===== src/rtl/vram_rect_fill.sv =====
// vram_rect_fill: rectangle-fill write engine for the GPU frame buffer.
// Accepts a corner-pair plus colour command, clips it to the visible area
// and streams one VRAM write per cycle in row-major order, pausing while
// a higher-priority master owns the VRAM port.
module vram_rect_fill #(
  parameter int H_RES  = 200,
  parameter int V_RES  = 150,
  parameter int DATA_W = 12
) (
  input  logic              clk,
  input  logic              rst_n,
  input  logic              cmd_valid_i,
  output logic              cmd_ready_o,
  input  logic [7:0]        x0_i,
  input  logic [7:0]        y0_i,
  input  logic [7:0]        x1_i,
  input  logic [7:0]        y1_i,
  input  logic [DATA_W-1:0] color_i,
  input  logic              stall_i,
  output logic              vram_we_o,
  output logic [15:0]       vram_addr_o,
  output logic [DATA_W-1:0] vram_data_o,
  output logic              busy_o,
  output logic              done_o
);

  localparam logic [7:0] H_MAX = 8'(H_RES - 1);
  localparam logic [7:0] V_MAX = 8'(V_RES - 1);

  typedef enum logic [1:0] {
    S_IDLE = 2'd0,
    S_FILL = 2'd1,
    S_DONE = 2'd2
  } state_t;

  state_t              state_r;
  state_t              state_next_s;
  logic [7:0]          h_r;
  logic [7:0]          v_r;
  logic [7:0]          x0_r;
  logic [7:0]          cx1_r;
  logic [7:0]          cy1_r;
  logic [DATA_W-1:0]   color_r;
  logic [7:0]          cx1_s;
  logic [7:0]          cy1_s;
  logic                accept_s;
  logic                empty_s;
  logic                adv_s;
  logic                last_s;

  // Clip the incoming command and decode accept / advance / last-pixel events.
  always_comb begin
    cx1_s    = (x1_i > H_MAX) ? H_MAX : x1_i;
    cy1_s    = (y1_i > V_MAX) ? V_MAX : y1_i;
    accept_s = (state_r == S_IDLE) && cmd_valid_i;
    // An origin past the clipped far edge also catches fully off-screen origins.
    empty_s  = (x0_i > cx1_s) || (y0_i > cy1_s);
    adv_s    = (state_r == S_FILL) && !stall_i;
    last_s   = (h_r == cx1_r) && (v_r == cy1_r);
  end

  // Next-state logic for the IDLE -> FILL -> DONE sequence.
  always_comb begin
    state_next_s = state_r;
    case (state_r)
      S_IDLE: begin
        if (accept_s) begin
          state_next_s = empty_s ? S_DONE : S_FILL;
        end else begin
          state_next_s = S_IDLE;
        end
      end
      S_FILL: begin
        if (adv_s && last_s) begin
          state_next_s = S_DONE;
        end else begin
          state_next_s = S_FILL;
        end
      end
      S_DONE:  state_next_s = S_IDLE;
      default: state_next_s = S_IDLE;
    endcase
  end

  // State register; reset abandons any fill in progress without a done pulse.
  always_ff @(posedge clk or negedge rst_n) begin
    if (!rst_n) begin
      state_r <= S_IDLE;
    end else begin
      state_r <= state_next_s;
    end
  end

  // Command latch and raster counters; an empty command leaves address/data untouched,
  // and the final pixel does not advance so the address holds on the last write.
  always_ff @(posedge clk or negedge rst_n) begin
    if (!rst_n) begin
      h_r     <= 8'd0;
      v_r     <= 8'd0;
      x0_r    <= 8'd0;
      cx1_r   <= 8'd0;
      cy1_r   <= 8'd0;
      color_r <= {DATA_W{1'b0}};
    end else if (accept_s && !empty_s) begin
      h_r     <= x0_i;
      v_r     <= y0_i;
      x0_r    <= x0_i;
      cx1_r   <= cx1_s;
      cy1_r   <= cy1_s;
      color_r <= color_i;
    end else if (adv_s && !last_s) begin
      if (h_r < cx1_r) begin
        h_r <= h_r + 8'd1;
      end else begin
        h_r <= x0_r;
        v_r <= v_r + 8'd1;
      end
    end
  end

  assign cmd_ready_o = (state_r == S_IDLE);
  assign busy_o      = (state_r != S_IDLE);
  assign done_o      = (state_r == S_DONE);
  assign vram_we_o   = (state_r == S_FILL) && !stall_i;
  assign vram_addr_o = {v_r, h_r};
  assign vram_data_o = color_r;

endmodule


===== config.mk =====
export PLATFORM = sky130hd
export DESIGN_NAME = vram_rect_fill
export DESIGN_NICKNAME = d
export VERILOG_FILES = /design/src/rtl/vram_rect_fill.sv
export SDC_FILE = /design/constraint.sdc
export NUM_CORES = 1
export LEC_CHECK = 0
export BUFFER_PORTS_ARGS = -buffer_cell sky130_fd_sc_hd__buf_2
export CORE_ASPECT_RATIO = 0.75
export CORE_MARGIN = 1
export CORE_UTILIZATION = 45
export DETAILED_ROUTE_END_ITERATION = 6
export GPL_ROUTABILITY_DRIVEN = 0
export HOLD_SLACK_MARGIN = 0.08
export PLACE_DENSITY = 0.78
export SETUP_SLACK_MARGIN = 0.1
export SYNTH_ARGS = -nofsm -noshare
export SYNTH_HDL_FRONTEND = slang
export SYNTH_SLANG_ARGS = --single-unit

===== constraint.sdc =====
create_clock -name clk -period 2.2 [get_ports clk]
set_input_delay 0 -clock clk [delete_from_list [all_inputs] [get_ports clk]]
set_output_delay 0 -clock clk [all_outputs]
set_load 0.02 [all_outputs]

==> impl_results.md <==
* R2r startpoint: cy1_r[6]
* Layout cells sized above 1 at 49.51%
* Synth warnings at 0
* Nets at 584
* Residual DRC at 0
* Mapped Nets at 409
* Final Slew Violations at 0
* # Max-Cap Violations at 0
* Post-DP HPWL at around 7.5 mm
* ANT nets after route at 0
* Sequential cell area at 0.001356 mm^2
* Synth top area share at 40.51%
* Pin count of the biggest net entering global routing at 23
* DRT iter0 DRCs at 542
* Crit Path Max Fanout at 20
* Ys async rst share at 100.0%
* Vias at 3896
* Slew at the pin closest to its max-slew limit at slightly above 0.5 ns
* Period minus WS final at 2.412 ns
* Violated checks: setup timing
* Netlist Area Pre-Place at 0.003336 mm^2
* TritonCTS clock tree: built
* Area contributors post-synth: dfrtp_1, ha_1, mux2_2
* Clock Skews at 0.01573 ns
* Status: finished, violations left
* Peak VDD IR at between 0.0007 and 0.0008 V
* CP Launch Type: input pin
* Maximum clock frequency at between 400 and 500 MHz
* Height of the die at 76.56 um
* # clock sinks at 54
* Mapped Avg Cell Area at 9.957 um^2
* PwrDens at 1289 mW/mm^2
* Die Footprint at 0.007764 mm^2
* # placed instances at between 500 and 600
* Critical Path End Type: flop
* Final wirelength at around 14 mm
* # fillers at 398
* Final Hold Viols at 0
* Multi-input logic area at 0.002292 mm^2
* Layout Cells excl Fill at 609
* Tightest Hold Check Type: in -> reg
* FF+latch count, synth at 54
* Skew-Pair Late Insertion Delay at 0.33 ns
* Layout area overhead at 61.59%
* GRT Overall Usage at 30.09%
* Slew margin rel. at 65.62%
* Total congestion overflow at 0
* Main synth FF type: dfrtp_1
* Clock buffer depth at 2
* Total power at 6.947 mW
* Global-route wire length before repair at 17.71 mm
* Std-Cell Rows at 26
* RSZ-0062 raised after global routing: yes
* Via count of the first global-routing pass at 3491
* Vias per cell at 6.397
* CTS Buf Count at 5
* Synth cell types at 53
* Setup tns final at -6.654 ns
* Hold-critical path depth at 4
* Worst Path Arrival at between 2 and 3 ns
* Final worst-path cycle share at 109.6%
* Critical path type: in -> reg
* Boundary Pins at 80
* HP Start: x1_i[7]
* Crit path required time at 2.48 ns
* Final setup fails at 53
* Sequential fraction of the synthesis area at 40.51%
* Post-Synthesis Cells at about 340
* Clock transition at the registers of the reported paths at 0.11 ns
* # diodes at 0
* Drt wl/cell at 22.85 um
* Post-synth EDFFs at 0
* LEAKAGE at between 2 and 2.5 nW
* Final worst slack at -0.2118 ns
* Reg2reg path depth at 6
* IO Port Bufs at 79
* Root buf cell: clkbuf_8
* Htree depth at 2
* Die width at 101.4 um
* Initial antenna violation count at 0
* WHS at roughly 0.076 ns
* Leading area contributor after synthesis: dfrtp_1
* 1st-pass router iterations at 6
* CP startpoint: y1_i[1]
* Area of the core at between 0.006 and 0.007 mm^2
* Initial core utilization at 47.69%
==> cells by family after synthesis <==
family / after synthesis / synth area share (%)
AOI/OAI and AO/OA: 90 / 18.12
and+or+nand+nor: 86 / 14.55
DFF: 54 / 40.51
buffers and inverters: 42 / 5.326
muxes: 28 / 9.153
adders and majority gates: 26 / 9.752
xor gates and xnor gates: 9 / 2.588
==> per-stage QoR <==
| stage | setup WS, ns | util [%] | instance area [um^2] |
|---|---|---|---|
| 3_3_place_gp | -0.2685 | 61.04 | 4269 |
| 3_5_place_dp | -0.4303 | 61.04 | 4269 |
| 2_1_floorplan | -0.1788 | - | 3416 |
| 5_1_grt | -0.2395 | 77.07 | 5390 |
| 6_report | -0.2118 | 77.07 | 5390 |
| 4_1_cts | 0.05206 | 71.22 | 4981 |
==> cell usage after synthesis (all sizes together) (9+ instances only) <==
cell type and number:
ha 26, mux2 20, clkbuf 13, nor2 9, a21oi 17, o31ai 11, dfrtp 54, inv 23
nor4 12, o21ai 22, nand2 17
==> placed cells by master (no fill, tap or decap), types with 8 or more instances in the layout <==
master / netlist / routed
a21oi_1: 17 / 14
buf_2: 4 / 77
buf_4: 0 / 57
buf_6: 2 / 15
dfrtp_1: 54 / 50
dlygate4sd3_1: 0 / 30
ha_1: 26 / 19
inv_1: 23 / 21
mux2_4: 0 / 19
mux2i_1: 8 / 8
nand2_1: 17 / 15
nand4_1: 8 / 8
nor2_1: 9 / 9
o21ai_0: 21 / 11
==> routing by layer <==
layer | global-route usage (%) | wire (um)
met3 | 8.440 | 1527
met4 | 7.391 | 985
met5 | 0 | 0
met2 | 47.14 | 6129
met1 | 40.97 | 5274
==> area by class of cell <==
| cell class | count | share of cell area [%] |
|---|---|---|
| Multi-Input combinational cell | 239 | 42.53 |
| Tap cell | 98 | 2.275 |
| Clock buffer | 5 | 1.277 |
| Sequential cell | 54 | 25.16 |
| Timing Repair Buffer | 187 | 26.81 |
| Clock inverter | 3 | 0.3482 |
| Inverter | 23 | 1.602 |
==> flip-flops by register name, summed over array words and instances (netlist names) <==
register and flops:
vram_data_o 12, state_r 2, cx1_r 8, h_r 8, cy1_r 8, x0_r 8
v_r 8
==> path summary, 6_finish.rpt <==
kind                                  end  slack (ns)
hold / removal                   cx1_r[3]        0.08
hold reg to reg                state_r[0]        0.49
max in group asynchronous        cy1_r[1]        1.38
setup / recovery                   h_r[0]       -0.21
setup reg to reg                   h_r[1]       -0.09
min in group asynchronous  vram_data_o[5]        0.13
==> power by group <==
| part | internal, mW | switching, mW | total, mW | leakage (nW) |
|---|---|---|---|---|
| logic | 2.01 | 2.46 | 4.47 | 1.76 |
| registers | 1.49 | 0.398 | 1.89 | 0.638 |
| clock network | 0.226 | 0.368 | 0.593 | 0.0483 |
==> worst max-delay path, cell delays in order <==
cell     delay (ns)
buf_8          0.11
a21oi_4        0.16
nor2b_2        0.07
o31ai_2        0.26
buf_4          0.21
nand2_2        0.09
ha_4           0.24
a21oi_1        0.23
a21oi_1        0.10
o22a_2         0.27
buf_12         0.18
nor4_1         0.45
buf_4          0.22
a211o_1        0.09
==> repair_timing <==
item,CTS,global route
setup buffers,8,7
gates cloned,3,2
hold buffers,30,0
setup endpoints to repair,49,52
resized for setup,44,78
hold endpoints to repair,87,0
pin swaps,12,15
(Power assumes the default switching activity.)
